## config.mk

```make
export PLATFORM = sky130hd
export DESIGN_NAME = jbi_pktout_int_arb_flat
export DESIGN_NICKNAME = d
export VERILOG_FILES = /design/src/rtl/jbi_pktout_int_arb_pkg.sv /design/src/rtl/jbi_pktout_int_arb_if.sv /design/src/rtl/jbi_pktout_rr5.sv /design/src/rtl/jbi_pktout_int_arb.sv /design/src/flat_wrapper.sv
export SDC_FILE = /design/constraint.sdc
export NUM_CORES = 1
export LEC_CHECK = 0
export ABC_AREA = 1
export CORE_UTILIZATION = 59
export DETAILED_ROUTE_END_ITERATION = 6
export DONT_BUFFER_PORTS = 1
export MAX_ROUTING_LAYER = met4
export PLACE_DENSITY = 0.79
export SETUP_SLACK_MARGIN = 0.15
export SKIP_CTS_REPAIR_TIMING = 1
export SYNTH_ARGS = -nofsm -noshare
export SYNTH_HDL_FRONTEND = slang
export SYNTH_SLANG_ARGS = --single-unit
```

## constraint.sdc

```tcl
create_clock -name clk -period 2.8 [get_ports clk]
set_input_delay 0.28 -clock clk [delete_from_list [all_inputs] [get_ports clk]]
set_output_delay 0.28 -clock clk [all_outputs]
set_load 0.01 [all_outputs]
```

## src/rtl/jbi_pktout_int_arb_pkg.sv

```systemverilog
// ----------------------------------------------------------------------------
// jbi_pktout_int_arb_pkg
//
// Shared definitions for the JBus output-path internal arbiter:
//   - T_*      : 4-bit head-packet type codes (same values as the packet
//                controller's header definitions)
//   - LRQ_*    : index / bit position of each outbound queue in the
//                int_requestors vector
//   - arb_state_e : arbitration FSM state encodings
//   - rr_next  : wrap-around successor for the 5-entry round-robin pointer
// ----------------------------------------------------------------------------
package jbi_pktout_int_arb_pkg;

    typedef logic [3:0] pkt_type_t;

    localparam pkt_type_t T_NONE       = 4'd0;
    localparam pkt_type_t T_RD16       = 4'd1;
    localparam pkt_type_t T_RD64       = 4'd2;
    localparam pkt_type_t T_NCRD       = 4'd3;
    localparam pkt_type_t T_NCWR0      = 4'd4;
    localparam pkt_type_t T_NCWR4      = 4'd5;
    localparam pkt_type_t T_NCWR5      = 4'd6;
    localparam pkt_type_t T_NCWR_OTHER = 4'd7;
    localparam pkt_type_t T_INTACK     = 4'd8;
    localparam pkt_type_t T_INTNACK    = 4'd9;
    localparam pkt_type_t T_RDER       = 4'd10;

    localparam int LRQ_SCT0_BIT    = 0;
    localparam int LRQ_SCT1_BIT    = 1;
    localparam int LRQ_SCT2_BIT    = 2;
    localparam int LRQ_SCT3_BIT    = 3;
    localparam int LRQ_PIORQQ_BIT  = 4;
    localparam int LRQ_PIOACKQ_BIT = 5;
    localparam int LRQ_DBGQ_BIT    = 6;

    localparam int LRQ_NUM = 7;
    localparam int RR_NUM  = 5;

    typedef enum logic [1:0] {
        ARB_IDLE = 2'd0,
        ARB_HOLD = 2'd1,
        ARB_GAP  = 2'd2
    } arb_state_e;

    // Successor of a round-robin slot, wrapping PIORQQ back to SCT0.
    function automatic logic [2:0] rr_next(input logic [2:0] idx);
        return (idx == 3'(RR_NUM - 1)) ? 3'd0 : idx + 3'd1;
    endfunction

endpackage

```

## src/rtl/jbi_pktout_int_arb_if.sv

```systemverilog
// ----------------------------------------------------------------------------
// jbi_pktout_int_arb_if
//
// Bundles the queue-side request bus and the controller-side grant/selection
// signals of the internal arbiter.
//   <q>_req       : queue non-empty
//   <q>_type      : head packet type (T_* code)
//   <q>_complete  : all data beats of the head packet present
//   int_granted   : one-cycle accept pulse from the packet controller
//   int_requestors: one-hot selected queue (LRQ_*_BIT positions)
//   int_req_type  : type of the selected head, T_NONE when idle
//   multiple_ok   : complete flag of the selected queue
// Modports: master = queues + controller (drive requests and grants),
//           slave  = arbiter.
// ----------------------------------------------------------------------------
interface jbi_pktout_int_arb_if;
    import jbi_pktout_int_arb_pkg::*;

    logic       sct0rdq_req, sct1rdq_req, sct2rdq_req, sct3rdq_req;
    logic       piorqq_req, pioackq_req, dbgq_req;
    pkt_type_t  sct0rdq_type, sct1rdq_type, sct2rdq_type, sct3rdq_type;
    pkt_type_t  piorqq_type, pioackq_type, dbgq_type;
    logic       sct0rdq_complete, sct1rdq_complete, sct2rdq_complete;
    logic       sct3rdq_complete, piorqq_complete, pioackq_complete;
    logic       dbgq_complete;
    logic       int_granted;
    logic [6:0] int_requestors;
    pkt_type_t  int_req_type;
    logic       multiple_ok;

    modport master (
        output sct0rdq_req, sct1rdq_req, sct2rdq_req, sct3rdq_req,
               piorqq_req, pioackq_req, dbgq_req,
               sct0rdq_type, sct1rdq_type, sct2rdq_type, sct3rdq_type,
               piorqq_type, pioackq_type, dbgq_type,
               sct0rdq_complete, sct1rdq_complete, sct2rdq_complete,
               sct3rdq_complete, piorqq_complete, pioackq_complete,
               dbgq_complete, int_granted,
        input  int_requestors, int_req_type, multiple_ok
    );

    modport slave (
        input  sct0rdq_req, sct1rdq_req, sct2rdq_req, sct3rdq_req,
               piorqq_req, pioackq_req, dbgq_req,
               sct0rdq_type, sct1rdq_type, sct2rdq_type, sct3rdq_type,
               piorqq_type, pioackq_type, dbgq_type,
               sct0rdq_complete, sct1rdq_complete, sct2rdq_complete,
               sct3rdq_complete, piorqq_complete, pioackq_complete,
               dbgq_complete, int_granted,
        output int_requestors, int_req_type, multiple_ok
    );

endinterface

```

## src/rtl/jbi_pktout_rr5.sv

```systemverilog
// ----------------------------------------------------------------------------
// jbi_pktout_rr5
//
// 5-way round-robin picker over SCT0..SCT3 and PIORQQ.
// Ports:
//   clk, rst  : clock, synchronous active-high reset (pointer -> slot 0)
//   req       : request mask, one bit per slot
//   advance   : move the pointer past the slot named in adv_sel
//   adv_sel   : one-hot slot that was actually granted
//   grant     : one-hot combinational pick, searching upward from the pointer
// ----------------------------------------------------------------------------
module jbi_pktout_rr5
    import jbi_pktout_int_arb_pkg::*;
(
    input  logic       clk,
    input  logic       rst,
    input  logic [4:0] req,
    input  logic       advance,
    input  logic [4:0] adv_sel,
    output logic [4:0] grant
);

    logic [2:0] ptr;
    logic [2:0] adv_idx;
    logic [3:0] sum;
    logic [2:0] idx;
    logic       found;

    // Search the five slots starting at the pointer; the first requester wins.
    always_comb begin
        grant = '0;
        found = 1'b0;
        sum   = '0;
        idx   = '0;
        for (int off = 0; off < RR_NUM; off++) begin
            sum = {1'b0, ptr} + 4'(off);
            if (sum >= 4'(RR_NUM)) begin
                sum = sum - 4'(RR_NUM);
            end
            idx = sum[2:0];
            if (!found && req[idx]) begin
                grant[idx] = 1'b1;
                found      = 1'b1;
            end
        end
    end

    // The granted slot comes from the arbiter's frozen selection, not from
    // the live pick, since requests may have changed while it was held.
    always_comb begin
        adv_idx = '0;
        for (int i = 0; i < RR_NUM; i++) begin
            if (adv_sel[i]) begin
                adv_idx = 3'(i);
            end
        end
    end

    always_ff @(posedge clk) begin
        if (rst) begin
            ptr <= '0;
        end else if (advance) begin
            ptr <= rr_next(adv_idx);
        end
    end

endmodule

```

## src/rtl/jbi_pktout_int_arb.sv

```systemverilog
// ----------------------------------------------------------------------------
// jbi_pktout_int_arb
//
// Internal arbiter for the JBus output path. Picks one of seven outbound
// queues (SCT0-3 RDQ, PIO RQQ, PIO ACKQ, DBGQ) and holds it on int_requestors
// until the packet controller pulses int_granted, then inserts a one-cycle
// idle bubble so a stale head is never re-presented.
//
// Priority: promoted DBGQ > PIOACKQ > round-robin(SCT0..3, PIORQQ) > DBGQ.
//
// Ports:
//   clk  : JBus clock
//   rst  : synchronous active-high reset
//   arb  : jbi_pktout_int_arb_if.slave (queue requests, grant, selection)
// Parameters:
//   DBG_STARVE_MAX : grants to other queues before a waiting DBGQ is
//                    promoted (must be >= 1)
// Build option:
//   JBI_PKTOUT_ARB_DBGQ_EN : when defined, DBGQ arbitrates and the
//                    starvation counter is built; otherwise DBGQ inputs are
//                    ignored and its int_requestors bit is constant 0.
// ----------------------------------------------------------------------------
module jbi_pktout_int_arb
    import jbi_pktout_int_arb_pkg::*;
#(
    parameter int DBG_STARVE_MAX = 15
) (
    input  logic                clk,
    input  logic                rst,
    jbi_pktout_int_arb_if.slave arb
);

    if (DBG_STARVE_MAX < 1) begin : g_bad_starve_max
        $error("DBG_STARVE_MAX must be at least 1");
    end

    arb_state_e state;
    logic [6:0] req_vec;
    logic [6:0] comp_vec;
    pkt_type_t  type_vec [LRQ_NUM];
    logic [6:0] req_q;
    logic [6:0] sel;
    logic [4:0] rr_grant;
    logic       grant_ok;
    logic       held_req;
    logic       dbg_promoted;
    pkt_type_t  type_o;
    logic       mo_o;

    assign req_vec[LRQ_SCT0_BIT]    = arb.sct0rdq_req;
    assign req_vec[LRQ_SCT1_BIT]    = arb.sct1rdq_req;
    assign req_vec[LRQ_SCT2_BIT]    = arb.sct2rdq_req;
    assign req_vec[LRQ_SCT3_BIT]    = arb.sct3rdq_req;
    assign req_vec[LRQ_PIORQQ_BIT]  = arb.piorqq_req;
    assign req_vec[LRQ_PIOACKQ_BIT] = arb.pioackq_req;

    assign type_vec[LRQ_SCT0_BIT]    = arb.sct0rdq_type;
    assign type_vec[LRQ_SCT1_BIT]    = arb.sct1rdq_type;
    assign type_vec[LRQ_SCT2_BIT]    = arb.sct2rdq_type;
    assign type_vec[LRQ_SCT3_BIT]    = arb.sct3rdq_type;
    assign type_vec[LRQ_PIORQQ_BIT]  = arb.piorqq_type;
    assign type_vec[LRQ_PIOACKQ_BIT] = arb.pioackq_type;

    assign comp_vec[LRQ_SCT0_BIT]    = arb.sct0rdq_complete;
    assign comp_vec[LRQ_SCT1_BIT]    = arb.sct1rdq_complete;
    assign comp_vec[LRQ_SCT2_BIT]    = arb.sct2rdq_complete;
    assign comp_vec[LRQ_SCT3_BIT]    = arb.sct3rdq_complete;
    assign comp_vec[LRQ_PIORQQ_BIT]  = arb.piorqq_complete;
    assign comp_vec[LRQ_PIOACKQ_BIT] = arb.pioackq_complete;

    // A grant only counts while a selection is actually presented.
    assign grant_ok = (state == ARB_HOLD) && arb.int_granted;
    assign held_req = |(req_q & req_vec);

    jbi_pktout_rr5 u_rr5 (
        .clk     (clk),
        .rst     (rst),
        .req     (req_vec[4:0]),
        .advance (grant_ok && (|req_q[4:0])),
        .adv_sel (req_q[4:0]),
        .grant   (rr_grant)
    );

`ifdef JBI_PKTOUT_ARB_DBGQ_EN
    localparam int CNT_W = $clog2(DBG_STARVE_MAX + 1);
    localparam logic [CNT_W-1:0] CNT_MAX = CNT_W'(DBG_STARVE_MAX);

    logic [CNT_W-1:0] starve_cnt;

    assign req_vec[LRQ_DBGQ_BIT]  = arb.dbgq_req;
    assign type_vec[LRQ_DBGQ_BIT] = arb.dbgq_type;
    assign comp_vec[LRQ_DBGQ_BIT] = arb.dbgq_complete;

    // Counts grants that bypassed a waiting DBGQ; saturates at the limit so
    // the promotion stays asserted until DBGQ itself is served.
    always_ff @(posedge clk) begin
        if (rst) begin
            starve_cnt <= '0;
        end else if (!arb.dbgq_req) begin
            starve_cnt <= '0;
        end else if (grant_ok) begin
            if (req_q[LRQ_DBGQ_BIT]) begin
                starve_cnt <= '0;
            end else if (starve_cnt != CNT_MAX) begin
                starve_cnt <= starve_cnt + 1'b1;
            end
        end
    end

    assign dbg_promoted = (starve_cnt == CNT_MAX);
`else
    logic unused_dbgq;

    assign req_vec[LRQ_DBGQ_BIT]  = 1'b0;
    assign type_vec[LRQ_DBGQ_BIT] = T_NONE;
    assign comp_vec[LRQ_DBGQ_BIT] = 1'b0;
    assign dbg_promoted           = 1'b0;
    assign unused_dbgq = ^{arb.dbgq_req, arb.dbgq_type, arb.dbgq_complete};
`endif

    // Fixed-priority wrapper around the round-robin group.
    always_comb begin
        sel = '0;
        if (dbg_promoted && req_vec[LRQ_DBGQ_BIT]) begin
            sel[LRQ_DBGQ_BIT] = 1'b1;
        end else if (req_vec[LRQ_PIOACKQ_BIT]) begin
            sel[LRQ_PIOACKQ_BIT] = 1'b1;
        end else if (|req_vec[4:0]) begin
            sel[4:0] = rr_grant;
        end else if (req_vec[LRQ_DBGQ_BIT]) begin
            sel[LRQ_DBGQ_BIT] = 1'b1;
        end
    end

    // Arbitration FSM. req_q is the registered selection and reads zero in
    // IDLE and GAP, so the outputs naturally idle outside HOLD. A grant
    // beats both a dropped request and a newly arriving one.
    always_ff @(posedge clk) begin
        if (rst) begin
            state <= ARB_IDLE;
            req_q <= '0;
        end else begin
            case (state)
                ARB_IDLE: begin
                    if (|req_vec) begin
                        state <= ARB_HOLD;
                        req_q <= sel;
                    end
                end
                ARB_HOLD: begin
                    if (arb.int_granted) begin
                        state <= ARB_GAP;
                        req_q <= '0;
                    end else if (!held_req) begin
                        state <= ARB_IDLE;
                        req_q <= '0;
                    end
                end
                ARB_GAP: begin
                    if (|req_vec) begin
                        state <= ARB_HOLD;
                        req_q <= sel;
                    end else begin
                        state <= ARB_IDLE;
                    end
                end
                default: begin
                    state <= ARB_IDLE;
                    req_q <= '0;
                end
            endcase
        end
    end

    // Type and complete follow the frozen queue's live head while held.
    always_comb begin
        type_o = T_NONE;
        mo_o   = 1'b0;
        for (int i = 0; i < LRQ_NUM; i++) begin
            if (req_q[i]) begin
                type_o = type_vec[i];
                mo_o   = comp_vec[i];
            end
        end
    end

    assign arb.int_requestors = req_q;
    assign arb.int_req_type   = type_o;
    assign arb.multiple_ok    = mo_o;

    // Protocol monitors: selection shape, stray grants, and a held queue
    // emptying without being granted.
    always_ff @(posedge clk) begin
        if (!rst) begin
            assert ($onehot0(req_q));
            assert (!(arb.int_granted && (state != ARB_HOLD)));
            assert (!((state == ARB_HOLD) && !arb.int_granted && !held_req));
        end
    end

endmodule

```

## src/flat_wrapper.sv

```systemverilog
// flat-port wrapper written by rule: the top's interface ports become plain ports
module jbi_pktout_int_arb_flat import jbi_pktout_int_arb_pkg::*;
#(
    parameter int DBG_STARVE_MAX = 15
)
  (clk, rst, arb_sct0rdq_req, arb_sct1rdq_req, arb_sct2rdq_req, arb_sct3rdq_req, arb_piorqq_req, arb_pioackq_req, arb_dbgq_req, arb_sct0rdq_type, arb_sct1rdq_type, arb_sct2rdq_type, arb_sct3rdq_type, arb_piorqq_type, arb_pioackq_type, arb_dbgq_type, arb_sct0rdq_complete, arb_sct1rdq_complete, arb_sct2rdq_complete, arb_sct3rdq_complete, arb_piorqq_complete, arb_pioackq_complete, arb_dbgq_complete, arb_int_granted, arb_int_requestors, arb_int_req_type, arb_multiple_ok);
  jbi_pktout_int_arb_if arb_i ();
  input  logic clk;
  input  logic rst;
  input wire logic [$bits(arb_i.sct0rdq_req)-1:0] arb_sct0rdq_req;
  input wire logic [$bits(arb_i.sct1rdq_req)-1:0] arb_sct1rdq_req;
  input wire logic [$bits(arb_i.sct2rdq_req)-1:0] arb_sct2rdq_req;
  input wire logic [$bits(arb_i.sct3rdq_req)-1:0] arb_sct3rdq_req;
  input wire logic [$bits(arb_i.piorqq_req)-1:0] arb_piorqq_req;
  input wire logic [$bits(arb_i.pioackq_req)-1:0] arb_pioackq_req;
  input wire logic [$bits(arb_i.dbgq_req)-1:0] arb_dbgq_req;
  input wire logic [$bits(arb_i.sct0rdq_type)-1:0] arb_sct0rdq_type;
  input wire logic [$bits(arb_i.sct1rdq_type)-1:0] arb_sct1rdq_type;
  input wire logic [$bits(arb_i.sct2rdq_type)-1:0] arb_sct2rdq_type;
  input wire logic [$bits(arb_i.sct3rdq_type)-1:0] arb_sct3rdq_type;
  input wire logic [$bits(arb_i.piorqq_type)-1:0] arb_piorqq_type;
  input wire logic [$bits(arb_i.pioackq_type)-1:0] arb_pioackq_type;
  input wire logic [$bits(arb_i.dbgq_type)-1:0] arb_dbgq_type;
  input wire logic [$bits(arb_i.sct0rdq_complete)-1:0] arb_sct0rdq_complete;
  input wire logic [$bits(arb_i.sct1rdq_complete)-1:0] arb_sct1rdq_complete;
  input wire logic [$bits(arb_i.sct2rdq_complete)-1:0] arb_sct2rdq_complete;
  input wire logic [$bits(arb_i.sct3rdq_complete)-1:0] arb_sct3rdq_complete;
  input wire logic [$bits(arb_i.piorqq_complete)-1:0] arb_piorqq_complete;
  input wire logic [$bits(arb_i.pioackq_complete)-1:0] arb_pioackq_complete;
  input wire logic [$bits(arb_i.dbgq_complete)-1:0] arb_dbgq_complete;
  input wire logic [$bits(arb_i.int_granted)-1:0] arb_int_granted;
  output wire logic [$bits(arb_i.int_requestors)-1:0] arb_int_requestors;
  output wire logic [$bits(arb_i.int_req_type)-1:0] arb_int_req_type;
  output wire logic [$bits(arb_i.multiple_ok)-1:0] arb_multiple_ok;
  assign arb_i.sct0rdq_req = arb_sct0rdq_req;
  assign arb_i.sct1rdq_req = arb_sct1rdq_req;
  assign arb_i.sct2rdq_req = arb_sct2rdq_req;
  assign arb_i.sct3rdq_req = arb_sct3rdq_req;
  assign arb_i.piorqq_req = arb_piorqq_req;
  assign arb_i.pioackq_req = arb_pioackq_req;
  assign arb_i.dbgq_req = arb_dbgq_req;
  assign arb_i.sct0rdq_type = arb_sct0rdq_type;
  assign arb_i.sct1rdq_type = arb_sct1rdq_type;
  assign arb_i.sct2rdq_type = arb_sct2rdq_type;
  assign arb_i.sct3rdq_type = arb_sct3rdq_type;
  assign arb_i.piorqq_type = arb_piorqq_type;
  assign arb_i.pioackq_type = arb_pioackq_type;
  assign arb_i.dbgq_type = arb_dbgq_type;
  assign arb_i.sct0rdq_complete = arb_sct0rdq_complete;
  assign arb_i.sct1rdq_complete = arb_sct1rdq_complete;
  assign arb_i.sct2rdq_complete = arb_sct2rdq_complete;
  assign arb_i.sct3rdq_complete = arb_sct3rdq_complete;
  assign arb_i.piorqq_complete = arb_piorqq_complete;
  assign arb_i.pioackq_complete = arb_pioackq_complete;
  assign arb_i.dbgq_complete = arb_dbgq_complete;
  assign arb_i.int_granted = arb_int_granted;
  assign arb_int_requestors = arb_i.int_requestors;
  assign arb_int_req_type = arb_i.int_req_type;
  assign arb_multiple_ok = arb_i.multiple_ok;
  jbi_pktout_int_arb #(.DBG_STARVE_MAX(DBG_STARVE_MAX)) u_core (.clk(clk), .rst(rst), .arb(arb_i));
endmodule
```

==> impl_results.html, run 1 <==
<table>
<tr><th>Metric</th><th>Value</th></tr>
<tr><th colspan="2">Synth</th></tr>
<tr><td>Mapped Cells</td><td>369</td></tr>
<tr><td>Mean area per synthesized cell</td><td>5.37 um^2</td></tr>
<tr><td>Post-synthesis sequential element count</td><td>11</td></tr>
<tr><td>Post-synth top cells</td><td>sky130_fd_sc_hd__nand2_1 (136), sky130_fd_sc_hd__nand3_1 (40), sky130_fd_sc_hd__inv_1 (38)</td></tr>
<tr><td>Dominant cell by count in the synthesized netlist</td><td>sky130_fd_sc_hd__nand2_1</td></tr>
<tr><td>Most area-hungry cell type in the Yosys netlist</td><td>sky130_fd_sc_hd__nand2_1</td></tr>
<tr><td>Seq/Total Area, Yosys</td><td>11.1%</td></tr>
<tr><td>Dominant synthesized flop cell</td><td>sky130_fd_sc_hd__dfxtp_1</td></tr>
<tr><td>EDFF count, synth</td><td>0</td></tr>
<tr><td>Cell types with the largest area share after synthesis</td><td>sky130_fd_sc_hd__nand2_1 (26%), sky130_fd_sc_hd__dfxtp_1 (11%), sky130_fd_sc_hd__nand3_1 (10%)</td></tr>
<tr><td>Syn_nets</td><td>424</td></tr>
<tr><td>Synth Cell Area</td><td>1980 um^2</td></tr>
<tr><td>Proportion of netlist area held by the largest area contributor</td><td>25.8%</td></tr>
<tr><td>Post-synthesis cell type count</td><td>33</td></tr>
<tr><td>YS warnings</td><td>0</td></tr>
<tr><td>Share of synthesized flip-flops with an asynchronous set or reset</td><td>0%</td></tr>
<tr><th colspan="2">Timing</th></tr>
<tr><td>Final Max Slew Viols</td><td>0</td></tr>
<tr><td>Endpoints failing setup</td><td>0</td></tr>
<tr><td>Worst-case headroom to the max-slew limit</td><td>52.5%</td></tr>
<tr><td>Post-layout worst setup margin</td><td>371 ps</td></tr>
<tr><td>Final hold violations</td><td>0</td></tr>
<tr><td>Final sum of negative setup slack</td><td>0 ps</td></tr>
<tr><td>Unrepaired setup endpoints after global routing</td><td>no</td></tr>
<tr><td>Worst Clk Skew</td><td>0.609 ps</td></tr>
<tr><td>Maximum clock rate</td><td>412 MHz</td></tr>
<tr><td>Tightest hold margin</td><td>64.6 ps</td></tr>
<tr><td>Min Clock Period, post-route</td><td>2430 ps</td></tr>
<tr><td>Final cycle utilization of the critical path</td><td>86.7%</td></tr>
<tr><td>Slew @ Worst Pin</td><td>707 ps</td></tr>
<tr><th colspan="2">Clock network</th></tr>
<tr><td>Buffer cell driving the clock tree root</td><td>sky130_fd_sc_hd__clkbuf_4</td></tr>
<tr><td>Htree depth</td><td>1</td></tr>
<tr><td>Number of clock sinks</td><td>11</td></tr>
<tr><td>Source-to-sink clock delay at the later pin of the worst-skew pair</td><td>270 ps</td></tr>
<tr><td>Longest Clk Path Bufs</td><td>2</td></tr>
<tr><td>TritonCTS clock tree</td><td>yes</td></tr>
<tr><td>Reg clk slew, reported paths</td><td>70 ps</td></tr>
<tr><td>Number of buffers created by CTS</td><td>3</td></tr>
<tr><th colspan="2">Setup path</th></tr>
<tr><td>Beginning of the worst register-to-register path</td><td>u_core.u_rr5.ptr[1]$_SDFFE_PP0P_</td></tr>
<tr><td>Most frequent CP cell</td><td>sky130_fd_sc_hd__nand2_1</td></tr>
<tr><td>FF-to-FF End</td><td>u_core.arb.int_requestors[0]$_SDFFE_PP0P_</td></tr>
<tr><td>Startpoint of the worst setup timing path</td><td>u_core.u_rr5.ptr[1]$_SDFFE_PP0P_</td></tr>
<tr><td>CP Class</td><td>reg2reg</td></tr>
<tr><td>Length in cells of the worst reg-to-reg path</td><td>17</td></tr>
<tr><td>Critical path's slowest cell</td><td>sky130_fd_sc_hd__fa_1</td></tr>
<tr><td>Slack of the worst reg-to-reg path</td><td>370 ps</td></tr>
<tr><td>Slowest cell delay on critical path</td><td>430 ps</td></tr>
<tr><td>Required time reported for the critical path endpoint</td><td>2970 ps</td></tr>
<tr><td>Data arrival time of the critical path</td><td>2600 ps</td></tr>
<tr><td>Critical path peak fanout</td><td>5</td></tr>
<tr><td>Critical Path End</td><td>u_core.arb.int_requestors[0]$_SDFFE_PP0P_</td></tr>
<tr><td>Kind of launch point of the worst setup path</td><td>flip-flop</td></tr>
<tr><td>List of cells traversed by the critical path</td><td>buf_4 -&gt; fa_1 -&gt; inv_2 -&gt; buf_4 -&gt; nand3_1 -&gt; nand2_1 -&gt; nand2_1 -&gt; nor2_1 -&gt; nand2_1 -&gt; nand2_1 -&gt; nor2_1 -&gt; nand3_2 -&gt; nor2_1 -&gt; nor2_1 -&gt; nand3_1 -&gt; nand2_1 -&gt; a21oi_2</td></tr>
<tr><td>Nature of the critical path endpoint</td><td>flip-flop</td></tr>
<tr><th colspan="2">Placement</th></tr>
<tr><td>Buffers on Ports</td><td>0</td></tr>
<tr><td>Post-Place Setup Slack</td><td>140 ps</td></tr>
<tr><td>Post-DP HPWL</td><td>4110 um</td></tr>
<tr><td>Placed cells</td><td>410</td></tr>
<tr><td>Cell Area, Placed</td><td>2040 um^2</td></tr>
<tr><td>Placer congestion estimate</td><td>0.882</td></tr>
<tr><th colspan="2">Power and ir drop</th></tr>
<tr><td>Static leakage</td><td>1.03 nW</td></tr>
<tr><td>Power share of the sequential group</td><td>26.9%</td></tr>
<tr><td>Worst IR Drop VDD</td><td>0.000181 V</td></tr>
<tr><td>Power Dens Cells</td><td>312 nW/um^2</td></tr>
<tr><td>Power share of the clock group</td><td>16.4%</td></tr>
<tr><td>Power spent charging and discharging nets</td><td>316 uW</td></tr>
<tr><td>Internal portion of total power</td><td>348 uW</td></tr>
<tr><td>Final total power</td><td>664 uW</td></tr>
<tr><td>Combinational Power Share</td><td>56.7%</td></tr>
<tr><td>Sw Share</td><td>47.6%</td></tr>
<tr><th colspan="2">Drt</th></tr>
<tr><td>Number of design-rule violations left by the first detailed-router iteration</td><td>240</td></tr>
<tr><td>DRC</td><td>0</td></tr>
<tr><td>Number of routed nets with antenna violations</td><td>0</td></tr>
<tr><td>DRT Wirelength</td><td>5320 um</td></tr>
<tr><td>Vias after detailed routing</td><td>2,377</td></tr>
<tr><td>Average detailed-routed wire length per instance</td><td>12.8 um</td></tr>
<tr><td>DRT Pass-1 Iters</td><td>5</td></tr>
<tr><td>Vias per inst</td><td>5.71</td></tr>
<tr><th colspan="2">Outcome</th></tr>
<tr><td>Result of the run</td><td>finished, final reports clean</td></tr>
<tr><th colspan="2">Floorplan</th></tr>
<tr><td>Area enclosed by the die boundary</td><td>3600 um^2</td></tr>
<tr><td>Standard cell core area</td><td>3130 um^2</td></tr>
<tr><td>Starting Density</td><td>63.4%</td></tr>
<tr><td>Top-Level Pins</td><td>57</td></tr>
<tr><td>Die extent in x</td><td>60.0 um</td></tr>
<tr><td>Vertical extent of the die</td><td>60.0 um</td></tr>
<tr><td># rows</td><td>20</td></tr>
<tr><th colspan="2">Global routing</th></tr>
<tr><td>Antenna violations before repair</td><td>0</td></tr>
<tr><td>Vias in the first global route</td><td>1,882</td></tr>
<tr><td>Total congestion overflow after global routing</td><td>0</td></tr>
<tr><td>Global-route wire length before repair</td><td>8170 um</td></tr>
<tr><td>Pin count of the biggest net entering global routing</td><td>15</td></tr>
<tr><td>GRT Total Usage</td><td>30.0%</td></tr>
<tr><th colspan="2">Layout</th></tr>
<tr><td>Fraction of layout instances using a drive strength above 1</td><td>13.4%</td></tr>
<tr><td>Utilization of the core after routing</td><td>68.1%</td></tr>
<tr><td>Final Instance Area</td><td>2130 um^2</td></tr>
<tr><td>Post-layout nets</td><td>428</td></tr>
<tr><td>Final non-filler cell total</td><td>416</td></tr>
<tr><td>Inserted Diodes</td><td>0</td></tr>
<tr><td>Syn-to-layout area delta</td><td>7.45%</td></tr>
<tr><th colspan="2">Worst hold path</th></tr>
<tr><td>Hold wc startpoint</td><td>rst</td></tr>
<tr><td>Hold crit path type</td><td>in2reg</td></tr>
<tr><th colspan="2">Flow run</th></tr>
<tr><td>Number of max-cap violations</td><td>0</td></tr>
</table>
## critical path, delay by kind of cell (launching register included)
family / cells / cell delay [ps]
AO/OA/AOI/OAI: 1 / 50
adder cells (fa/ha/maj): 1 / 430
buffers and inverters: 3 / 370
flip-flops: 1 / 360
AND/OR/NAND/NOR: 12 / 1110
## flip-flops by register name, summed over array words and instances, names as in the netlist
register and count:
u_core.arb.int_requestors 6, u_core.state 2, u_core.u_rr5.ptr 3
## cell families (layout without fill, tap and decap cells)
logic type	after synthesis	after routing	synth area share, %
XOR/XNOR	1	1	0.442
other	1	1	0.189
flip-flops	11	11	11.1
buffers and inverters	52	55	10.4
adder cells (fa/ha/maj)	10	10	6.69
AND/OR/NAND/NOR	248	248	56.1
AO/OA/AOI/OAI	46	46	15.1
## metal layers
metal  up-vias  GRT usage (%)  routed length (um)
met5         -              -                   0
met4         0           2.66                  27
met3         4           4.55                 435
met2       112           44.3                2420
met1      1042           44.3                2440
li1       1219              -                   -
## worst min-delay path by stage
stage	endpoint	slack (ps)	depth (start not counted)
floorplan	u_core.state[1]$_SDFFE_PP0P_	360	1
global placement	u_core.arb.int_requestors[0]$_SDFFE_PP0P_	340	1
detailed placement	u_core.arb.int_requestors[0]$_SDFFE_PP0P_	350	1
CTS	u_core.arb.int_requestors[0]$_SDFFE_PP0P_	60	1
global route	u_core.arb.int_requestors[1]$_SDFFE_PP0P_	50	1
finish	u_core.arb.int_requestors[3]$_SDFFE_PP0P_	60	1
## power groups by stage
| stage | Sequential, mW | Clock (mW) | Combinational (mW) |
|---|---|---|---|
| 2_1_floorplan | 0.177 | 0 | 0.296 |
| 3_3_place_gp | 0.183 | 0 | 0.346 |
| 3_5_place_dp | 0.183 | 0 | 0.354 |
| 4_1_cts | 0.179 | 0.110 | 0.355 |
| 5_1_grt | 0.180 | 0.118 | 0.427 |
| 6_report | 0.179 | 0.109 | 0.376 |
## area by class of cell
class | count | area [um^2]
fillers | 290 | 998
clock buffers | 4 | 26.3
well taps | 44 | 55.1
flip-flops and latches | 11 | 224
multi-input cells | 306 | 1600
inverters | 42 | 161
repair buffers | 9 | 67.6
## layout by cell type, fill, tap and decap left out, drive strengths merged, types with 3 or more instances in the layout
cell type,netlist,final
inv,42,41
nand2,140,140
ha,9,9
buf,5,9
nand4,14,14
nor2,40,40
nand3,47,47
a22o,5,5
a211oi,3,3
clkbuf,5,4
o21ai,20,20
nor3,5,5
dfxtp,11,11
a21oi,11,11
No activity file was read; power rests on OpenSTA's default activity.
==> run 2, diff against run 1 <==
CORE_UTILIZATION = 65   (was 59)
PLACE_DENSITY = 0.85   (was 0.79)
SYNTH_HIERARCHICAL = 1   (was default)
clock period = 2.4 ns   (was 2.8 ns; I/O delays follow)
==> impl_results.html, run 2 <==
<table>
<tr><th>Metric</th><th>Value</th></tr>
<tr><th colspan="2">Flow run</th></tr>
<tr><td>Number of max-cap violations</td><td>0 (unchanged)</td></tr>
<tr><th colspan="2">Placement</th></tr>
<tr><td>Cell Area, Placed</td><td>2180 um^2 (+6.9%)</td></tr>
<tr><td>Placer congestion estimate</td><td>0.990 (+12%)</td></tr>
<tr><td>Post-DP HPWL</td><td>4540 um (+11%)</td></tr>
<tr><td>Buffers on Ports</td><td>0 (unchanged)</td></tr>
<tr><td>Placed cells</td><td>397 (-3.2%)</td></tr>
<tr><td>Post-Place Setup Slack</td><td>-66.5 ps (-207 ps)</td></tr>
<tr><th colspan="2">Clock network</th></tr>
<tr><td>Source-to-sink clock delay at the later pin of the worst-skew pair</td><td>280 ps (about the same)</td></tr>
<tr><td>Reg clk slew, reported paths</td><td>70 ps (about the same)</td></tr>
<tr><td>Htree depth</td><td>1 (unchanged)</td></tr>
<tr><td>Number of clock sinks</td><td>11 (unchanged)</td></tr>
<tr><td>Number of buffers created by CTS</td><td>3 (unchanged)</td></tr>
<tr><td>TritonCTS clock tree</td><td>yes</td></tr>
<tr><td>Buffer cell driving the clock tree root</td><td>sky130_fd_sc_hd__clkbuf_4</td></tr>
<tr><td>Longest Clk Path Bufs</td><td>2 (unchanged)</td></tr>
<tr><th colspan="2">Layout</th></tr>
<tr><td>Syn-to-layout area delta</td><td>19.9%</td></tr>
<tr><td>Inserted Diodes</td><td>0 (unchanged)</td></tr>
<tr><td>Final non-filler cell total</td><td>407 (-2.2%)</td></tr>
<tr><td>Max reg flops</td><td>6 (unchanged)</td></tr>
<tr><td>Post-layout nets</td><td>433 (+1.2%)</td></tr>
<tr><td>Leading cell type in the layout, fill and taps excluded</td><td>sky130_fd_sc_hd__nand2_1</td></tr>
<tr><td>Filler cell count</td><td>190 (-34%)</td></tr>
<tr><td>Fraction of layout instances using a drive strength above 1</td><td>23.7% (+10 points)</td></tr>
<tr><td>Commonest non-fill, non-tap cells in the layout</td><td>sky130_fd_sc_hd__nand2_1 (93), sky130_fd_sc_hd__nor2_1 (41), sky130_fd_sc_hd__inv_1 (33)</td></tr>
<tr><td>Final Instance Area</td><td>2380 um^2 (+12%)</td></tr>
<tr><th colspan="2">Synth</th></tr>
<tr><td>EDFF count, synth</td><td>0 (unchanged)</td></tr>
<tr><td>Cell types with the largest area share after synthesis</td><td>sky130_fd_sc_hd__nand2_1 (19%), sky130_fd_sc_hd__dfxtp_1 (11%), sky130_fd_sc_hd__nor2_1 (8.3%)</td></tr>
<tr><td>Dominant cell by count in the synthesized netlist</td><td>sky130_fd_sc_hd__nand2_1</td></tr>
<tr><td>Syn_nets</td><td>410 (-3.3%)</td></tr>
<tr><td>Dominant synthesized flop cell</td><td>sky130_fd_sc_hd__dfxtp_1</td></tr>
<tr><td>Post-synthesis cell type count</td><td>34 (+3.0%)</td></tr>
<tr><td>YS warnings</td><td>6 (+6)</td></tr>
<tr><td>Most area-hungry cell type in the Yosys netlist</td><td>sky130_fd_sc_hd__nand2_1</td></tr>
<tr><td>Post-synthesis sequential element count</td><td>11 (unchanged)</td></tr>
<tr><td>Post-synth top cells</td><td>sky130_fd_sc_hd__nand2_1 (99), sky130_fd_sc_hd__nor2_1 (44), sky130_fd_sc_hd__inv_1 (36)</td></tr>
<tr><td>Synth Cell Area</td><td>1990 um^2 (+0.25%)</td></tr>
<tr><td>Mean area per synthesized cell</td><td>5.61 um^2 (+4.5%)</td></tr>
<tr><td>Proportion of netlist area held by the largest area contributor</td><td>18.7% (-7.1 points)</td></tr>
<tr><td>Seq/Total Area, Yosys</td><td>11.1% (-0.028 points)</td></tr>
<tr><td>Mapped Cells</td><td>354 (-4.1%)</td></tr>
<tr><td>Share of synthesized flip-flops with an asynchronous set or reset</td><td>0% (unchanged)</td></tr>
<tr><th colspan="2">Global routing</th></tr>
<tr><td>Global-route wire length before repair</td><td>8780 um (+7.4%)</td></tr>
<tr><td>Total congestion overflow after global routing</td><td>0 (unchanged)</td></tr>
<tr><td>GRT Total Usage</td><td>34.9% (+4.9 points)</td></tr>
<tr><td>Pin count of the biggest net entering global routing</td><td>17 (+2)</td></tr>
<tr><td>Vias in the first global route</td><td>2,038 (+8.3%)</td></tr>
<tr><td>Antenna violations before repair</td><td>0 (unchanged)</td></tr>
<tr><th colspan="2">Setup path</th></tr>
<tr><td>CP Class</td><td>reg2reg</td></tr>
<tr><td>Data arrival time of the critical path</td><td>2800 ps (+200 ps)</td></tr>
<tr><td>Critical path peak fanout</td><td>7 (+2)</td></tr>
<tr><td>Slack of the worst reg-to-reg path</td><td>-180 ps (-550 ps)</td></tr>
<tr><td>Nature of the critical path endpoint</td><td>flip-flop</td></tr>
<tr><td>Kind of launch point of the worst setup path</td><td>flip-flop</td></tr>
<tr><td>Required time reported for the critical path endpoint</td><td>2620 ps (-350 ps)</td></tr>
<tr><th colspan="2">Timing</th></tr>
<tr><td>Endpoints failing setup</td><td>5 (+5)</td></tr>
<tr><td>Final sum of negative setup slack</td><td>-690 ps (-690 ps)</td></tr>
<tr><td>Final cycle utilization of the critical path</td><td>108% (+21 points)</td></tr>
<tr><td>Min Clock Period, post-route</td><td>2580 ps (+155 ps)</td></tr>
<tr><td>Worst-case headroom to the max-slew limit</td><td>58.5% (+6.1 points)</td></tr>
<tr><td>Tightest hold margin</td><td>11.0 ps (-53.6 ps)</td></tr>
<tr><td>Maximum clock rate</td><td>387 MHz (-6.0%)</td></tr>
<tr><td>Worst Clk Skew</td><td>2.80 ps (+2.19 ps)</td></tr>
<tr><td>Slew @ Worst Pin</td><td>621 ps (-86.0 ps)</td></tr>
<tr><td>Final Max Slew Viols</td><td>0 (unchanged)</td></tr>
<tr><td>Final hold violations</td><td>0 (unchanged)</td></tr>
<tr><td>Post-layout worst setup margin</td><td>-183 ps (-555 ps)</td></tr>
<tr><td>Unrepaired setup endpoints after global routing</td><td>yes</td></tr>
<tr><th colspan="2">Floorplan</th></tr>
<tr><td>Vertical extent of the die</td><td>57.3 um (-4.5%)</td></tr>
<tr><td>Starting Density</td><td>70.2% (+6.9 points)</td></tr>
<tr><td>Area enclosed by the die boundary</td><td>3280 um^2 (-8.7%)</td></tr>
<tr><td>Standard cell core area</td><td>2830 um^2 (-9.6%)</td></tr>
<tr><td>Top-Level Pins</td><td>57 (unchanged)</td></tr>
<tr><td>Die extent in x</td><td>57.3 um (-4.5%)</td></tr>
<tr><td># rows</td><td>19 (-5.0%)</td></tr>
<tr><th colspan="2">Drt</th></tr>
<tr><td>DRC</td><td>4 (+4)</td></tr>
<tr><td>Average detailed-routed wire length per instance</td><td>16.5 um (+29%)</td></tr>
<tr><td>DRT Wirelength</td><td>6720 um (+26%)</td></tr>
<tr><td>Number of design-rule violations left by the first detailed-router iteration</td><td>245 (+2.1%)</td></tr>
<tr><td>Vias per inst</td><td>6.23 (+9.1%)</td></tr>
<tr><td>Vias after detailed routing</td><td>2,537 (+6.7%)</td></tr>
<tr><td>DRT Pass-1 Iters</td><td>7 (+2)</td></tr>
<tr><td>Number of routed nets with antenna violations</td><td>0 (unchanged)</td></tr>
<tr><th colspan="2">Power and ir drop</th></tr>
<tr><td>Power Dens Cells</td><td>228 nW/um^2 (-27%)</td></tr>
<tr><td>Worst IR Drop VDD</td><td>0.000317 V (+76%)</td></tr>
<tr><td>Static leakage</td><td>1.15 nW (+12%)</td></tr>
<tr><th colspan="2">Outcome</th></tr>
<tr><td>Failing checks</td><td>DRC, setup timing</td></tr>
<tr><td>Result of the run</td><td>complete, but fails checks</td></tr>
<tr><th colspan="2">Worst hold path</th></tr>
<tr><td>Hold crit path type</td><td>in2reg</td></tr>
</table>
-- run 2: cell count changes after synthesis, moves of 4 or more --
cell / delta
sky130_fd_sc_hd__a21oi_1: +14
sky130_fd_sc_hd__a22o_1: -5
sky130_fd_sc_hd__clkbuf_1: -4
sky130_fd_sc_hd__nand2_1: -37
sky130_fd_sc_hd__nand2_2: +4
sky130_fd_sc_hd__nand3_1: -9
sky130_fd_sc_hd__nand4_1: +9
sky130_fd_sc_hd__nor2_1: +7
sky130_fd_sc_hd__xor2_1: +5
-- run 2: final cells by class --
cell class                 count  area [um^2]  share of cell area, %
timing repair buffer          25          200                   8.40
sequential                    11          229                   9.61
clock buffer                   4         26.3                   1.10
multi-input combinational    294         1720                   72.0
inverter                      42          173                   7.25
tap                           31         38.8                   1.63
-- run 2: logic make-up (layout without fill, tap and decap cells) --
family | after synthesis | count (layout) | share of synthesized area (%)
buffers and inverters | 50 | 71 | 11.0
adders and majority gates | 11 | 11 | 7.30
xor gates and xnor gates | 6 | 6 | 2.64
DFF | 11 | 11 | 11.1
AOI/OAI and AO/OA | 48 | 48 | 12.8
other | 1 | 1 | 0.189
and+or+nand+nor | 227 | 228 | 55.0
-- run 2: power breakdown --
| part | switching (mW) | internal [mW] | total (mW) |
|---|---|---|---|
| clock | 0.0693 | 0.0647 | 0.134 |
| sequential | 0.0127 | 0.186 | 0.199 |
| combinational | 0.135 | 0.0756 | 0.210 |
| total | 0.217 | 0.326 | 0.543 |
-- run 2: worst paths after layout --
kind                                          from                                        end  cells past startpoint
setup reg to reg  u_core/u_rr5/ptr[1]$_SDFFE_PP0P_  u_core/arb.int_requestors[4]$_SDFFE_PP0P_                     17
hold reg to reg       u_core/state[1]$_SDFFE_PP0P_               u_core/state[1]$_SDFFE_PP0P_                      2
setup / recovery  u_core/u_rr5/ptr[1]$_SDFFE_PP0P_  u_core/arb.int_requestors[4]$_SDFFE_PP0P_                     17
hold / removal                                 rst           u_core/u_rr5/ptr[2]$_SDFFE_PP0P_                      1
-- run 2: worst max-delay path: stages, from the launching register on --
cell                      delay [ps]
sky130_fd_sc_hd__dfxtp_4         370
sky130_fd_sc_hd__inv_1           100
sky130_fd_sc_hd__buf_4           180
sky130_fd_sc_hd__ha_2            210
sky130_fd_sc_hd__nand2_2          80
sky130_fd_sc_hd__nand2_4         120
sky130_fd_sc_hd__nand2_1         110
sky130_fd_sc_hd__o21ai_4         110
sky130_fd_sc_hd__nor2_1           90
sky130_fd_sc_hd__nand3_2          90
sky130_fd_sc_hd__nand3_2          90
sky130_fd_sc_hd__nor2_4          200
sky130_fd_sc_hd__inv_4            90
sky130_fd_sc_hd__nor2_8          140
sky130_fd_sc_hd__nand4_1         100
sky130_fd_sc_hd__nand3_1         120
sky130_fd_sc_hd__nand3_1         140
sky130_fd_sc_hd__a21oi_2         180
-- run 2: metal layers --
layer / share of wire (%) / wire length, um / GRT usage (%) / vias to the layer above
met2: 49 / 3290 / 60.7 / 158
met1: 38 / 2560 / 43.3 / 1134
met5: 0 / 0 / - / -
met4: 4.8 / 325 / 9.41 / 0
met3: 8.2 / 548 / 3.17 / 36
li1: - / - / - / 1209
-- run 2: stage by stage --
step	utilization, %	power, mW
after floorplan	-	0.346
after global placement	77.1	0.375
after detailed placement	77.1	0.379
after CTS	78.0	0.509
after global routing	84.2	0.563
final	84.2	0.543
==> run 3, diff against run 2 <==
SYNTH_HIERARCHICAL = default   (was 1)
==> impl_results.html, run 3 (synthesized netlist as in run 1, its figures left out) <==
<table>
<tr><th>Metric</th><th>Value</th></tr>
<tr><th colspan="2">Timing</th></tr>
<tr><td>Final sum of negative setup slack</td><td>-36.9 ps (+653 ps)</td></tr>
<tr><td>Endpoints failing setup</td><td>4 (-1)</td></tr>
<tr><td>Worst Clk Skew</td><td>11.9 ps (+9.09 ps)</td></tr>
<tr><td>Unrepaired setup endpoints after global routing</td><td>yes</td></tr>
<tr><td>Final Max Slew Viols</td><td>0 (unchanged)</td></tr>
<tr><td>Min Clock Period, post-route</td><td>2420 ps (-168 ps)</td></tr>
<tr><td>Post-layout worst setup margin</td><td>-15.3 ps (+168 ps)</td></tr>
<tr><td>Worst-case headroom to the max-slew limit</td><td>53.2% (-5.3 points)</td></tr>
<tr><td>Final cycle utilization of the critical path</td><td>101% (-7.0 points)</td></tr>
<tr><td>Maximum clock rate</td><td>414 MHz (+7.0%)</td></tr>
<tr><td>Slew @ Worst Pin</td><td>696 ps (+74.6 ps)</td></tr>
<tr><td>Final hold violations</td><td>0 (unchanged)</td></tr>
<tr><th colspan="2">Layout</th></tr>
<tr><td>Max reg flops</td><td>6 (unchanged)</td></tr>
<tr><td>Sequential Area</td><td>229 um^2 (unchanged)</td></tr>
<tr><td>Multi-input logic area</td><td>1780 um^2 (+4.0%)</td></tr>
<tr><td>Fraction of layout instances using a drive strength above 1</td><td>26.4% (+2.7 points)</td></tr>
<tr><td>Leading cell type in the layout, fill and taps excluded</td><td>sky130_fd_sc_hd__nand2_1</td></tr>
<tr><td>Inserted Diodes</td><td>0 (unchanged)</td></tr>
<tr><td>Utilization of the core after routing</td><td>85.2% (+0.97 points)</td></tr>
<tr><td>Filler cell count</td><td>198 (+4.2%)</td></tr>
<tr><td>Post-layout nets</td><td>439 (+1.4%)</td></tr>
<tr><td>Syn-to-layout area delta</td><td>21.6%</td></tr>
<tr><td>Commonest non-fill, non-tap cells in the layout</td><td>sky130_fd_sc_hd__nand2_1 (113), sky130_fd_sc_hd__nand3_1 (34), sky130_fd_sc_hd__nor2_1 (32)</td></tr>
<tr><th colspan="2">Floorplan</th></tr>
<tr><td>Vertical extent of the die</td><td>57.2 um (-0.12%)</td></tr>
<tr><td>Die extent in x</td><td>57.2 um (-0.12%)</td></tr>
<tr><td>Area enclosed by the die boundary</td><td>3270 um^2 (-0.24%)</td></tr>
<tr><td># rows</td><td>19 (unchanged)</td></tr>
<tr><td>Standard cell core area</td><td>2830 um^2 (unchanged)</td></tr>
<tr><td>Starting Density</td><td>70.1% (-0.18 points)</td></tr>
<tr><td>Top-Level Pins</td><td>57 (unchanged)</td></tr>
<tr><th colspan="2">Clock network</th></tr>
<tr><td>TritonCTS clock tree</td><td>yes</td></tr>
<tr><td>Source-to-sink clock delay at the later pin of the worst-skew pair</td><td>280 ps (about the same)</td></tr>
<tr><td>Buffer cell driving the clock tree root</td><td>sky130_fd_sc_hd__clkbuf_4</td></tr>
<tr><td>Number of clock sinks</td><td>11 (unchanged)</td></tr>
<tr><td>Number of buffers created by CTS</td><td>3 (unchanged)</td></tr>
<tr><td>Htree depth</td><td>1 (unchanged)</td></tr>
<tr><td>Reg clk slew, reported paths</td><td>80 ps (about the same)</td></tr>
<tr><td>Longest Clk Path Bufs</td><td>2 (unchanged)</td></tr>
<tr><th colspan="2">Power and ir drop</th></tr>
<tr><td>Power Dens Cells</td><td>364 nW/um^2 (+60%)</td></tr>
<tr><td>Power share of the sequential group</td><td>24.0% (-13 points)</td></tr>
<tr><td>Power share of the clock group</td><td>15.2% (-9.5 points)</td></tr>
<tr><td>Power spent charging and discharging nets</td><td>421 uW (+94%)</td></tr>
<tr><td>Combinational Power Share</td><td>60.8% (+22 points)</td></tr>
<tr><td>Static leakage</td><td>1.12 nW (-2.3%)</td></tr>
<tr><td>Internal portion of total power</td><td>455 uW (+40%)</td></tr>
<tr><td>Worst IR Drop VDD</td><td>0.000320 V (+0.97%)</td></tr>
<tr><td>Sw Share</td><td>48.1% (+8.2 points)</td></tr>
<tr><th colspan="2">Setup path</th></tr>
<tr><td>Data arrival time of the critical path</td><td>2630 ps (-170 ps)</td></tr>
<tr><td>Nature of the critical path endpoint</td><td>flip-flop</td></tr>
<tr><td>CP Class</td><td>reg2reg</td></tr>
<tr><td>Critical path peak fanout</td><td>5 (-2)</td></tr>
<tr><td>Required time reported for the critical path endpoint</td><td>2610 ps (about the same)</td></tr>
<tr><td>Kind of launch point of the worst setup path</td><td>flip-flop</td></tr>
<tr><th colspan="2">Outcome</th></tr>
<tr><td>Result of the run</td><td>complete, but fails checks</td></tr>
<tr><td>Failing checks</td><td>DRC, setup timing</td></tr>
<tr><th colspan="2">Placement</th></tr>
<tr><td>Placer congestion estimate</td><td>0.947 (-4.4%)</td></tr>
<tr><td>Post-DP HPWL</td><td>4360 um (-4.0%)</td></tr>
<tr><td>Buffers on Ports</td><td>0 (unchanged)</td></tr>
<tr><th colspan="2">Drt</th></tr>
<tr><td>Average detailed-routed wire length per instance</td><td>15.1 um (-8.8%)</td></tr>
<tr><td>DRT Wirelength</td><td>6240 um (-7.2%)</td></tr>
<tr><td>DRC</td><td>2 (-2)</td></tr>
<tr><td>DRT Pass-1 Iters</td><td>7 (unchanged)</td></tr>
<tr><td>Vias after detailed routing</td><td>2,545 (+0.32%)</td></tr>
<tr><td>Number of routed nets with antenna violations</td><td>0 (unchanged)</td></tr>
<tr><td>Number of design-rule violations left by the first detailed-router iteration</td><td>266 (+8.6%)</td></tr>
<tr><td>Vias per inst</td><td>6.15 (-1.4%)</td></tr>
<tr><th colspan="2">Worst hold path</th></tr>
<tr><td>Hold crit path type</td><td>in2reg</td></tr>
<tr><th colspan="2">Global routing</th></tr>
<tr><td>Antenna violations before repair</td><td>0 (unchanged)</td></tr>
<tr><td>Vias in the first global route</td><td>2,079 (+2.0%)</td></tr>
<tr><td>Pin count of the biggest net entering global routing</td><td>15 (-2)</td></tr>
<tr><td>Global-route wire length before repair</td><td>8980 um (+2.4%)</td></tr>
<tr><td>GRT Total Usage</td><td>35.9% (+0.94 points)</td></tr>
<tr><td>Total congestion overflow after global routing</td><td>0 (unchanged)</td></tr>
<tr><th colspan="2">Flow run</th></tr>
<tr><td>Number of max-cap violations</td><td>0 (unchanged)</td></tr>
</table>
run 3: power groups by stage:
stage                     Combinational, mW  Sequential, mW  Clock, mW
after floorplan                       0.373           0.207          0
after global placement                0.450           0.213          0
after detailed placement              0.462           0.214          0
after CTS                             0.464           0.209      0.133
after global routing                  0.580           0.212      0.145
final                                 0.533           0.210      0.133
run 3: worst paths after layout:
| kind | startpoint | to | slack, ps | cells past startpoint |
|---|---|---|---|---|
| worst max-delay path | u_core.u_rr5.ptr[1]$_SDFFE_PP0P_ | u_core.arb.int_requestors[1]$_SDFFE_PP0P_ | -20 | 19 |
| worst min-delay path | rst | u_core.arb.int_requestors[4]$_SDFFE_PP0P_ | 20 | 1 |
| worst max register to register | u_core.u_rr5.ptr[1]$_SDFFE_PP0P_ | u_core.arb.int_requestors[1]$_SDFFE_PP0P_ | -20 | 19 |
| worst min register to register | u_core.state[1]$_SDFFE_PP0P_ | u_core.state[1]$_SDFFE_PP0P_ | 460 | 1 |
run 3: routing by layer:
metal,GRT usage (%),vias up,wire [um]
li1,-,1239,-
met2,55.6,163,2990
met4,10.8,0,99
met5,-,-,0
met1,47.9,1127,2560
met3,5.90,16,594
run 3: final cells by class:
type,instances,share of cell area (%)
well taps,31,1.61
flip-flops and latches,11,9.50
inverters,42,7.11
multi-input cells,306,74.0
repair buffers,20,6.65
clock buffers,4,1.09
run 3: worst max-delay path, cell delays in order (launching register included):
cell and delay (ps):
sky130_fd_sc_hd__dfxtp_4 390, sky130_fd_sc_hd__buf_4 160, sky130_fd_sc_hd__ha_1 210, sky130_fd_sc_hd__inv_1 170, sky130_fd_sc_hd__nand2_1 120, sky130_fd_sc_hd__inv_1 160
sky130_fd_sc_hd__nand2_4 90, sky130_fd_sc_hd__nand2_1 100, sky130_fd_sc_hd__o21ai_2 80, sky130_fd_sc_hd__inv_1 70, sky130_fd_sc_hd__nand2_1 50, sky130_fd_sc_hd__nand2_1 50
sky130_fd_sc_hd__nand2_1 50, sky130_fd_sc_hd__nand2_2 90, sky130_fd_sc_hd__nand2_2 70, sky130_fd_sc_hd__nor2_4 130, sky130_fd_sc_hd__nand2_2 70, sky130_fd_sc_hd__nand3_2 90
sky130_fd_sc_hd__nand2_2 50, sky130_fd_sc_hd__a21oi_2 120
run 3: per-stage QoR:
step           setup WS (ps)  cell area, um^2  hold WS (ps)  total power [mW]  cells
2_1_floorplan            143             2070           317             0.580    369
3_3_place_gp             106             2160           304             0.663    404
3_5_place_dp            22.1             2160           306             0.676    404
4_1_cts                 8.28             2180          10.7             0.806    408
5_1_grt                 -151             2410          2.88             0.937    414
6_report               -15.3             2410          15.9             0.876    414
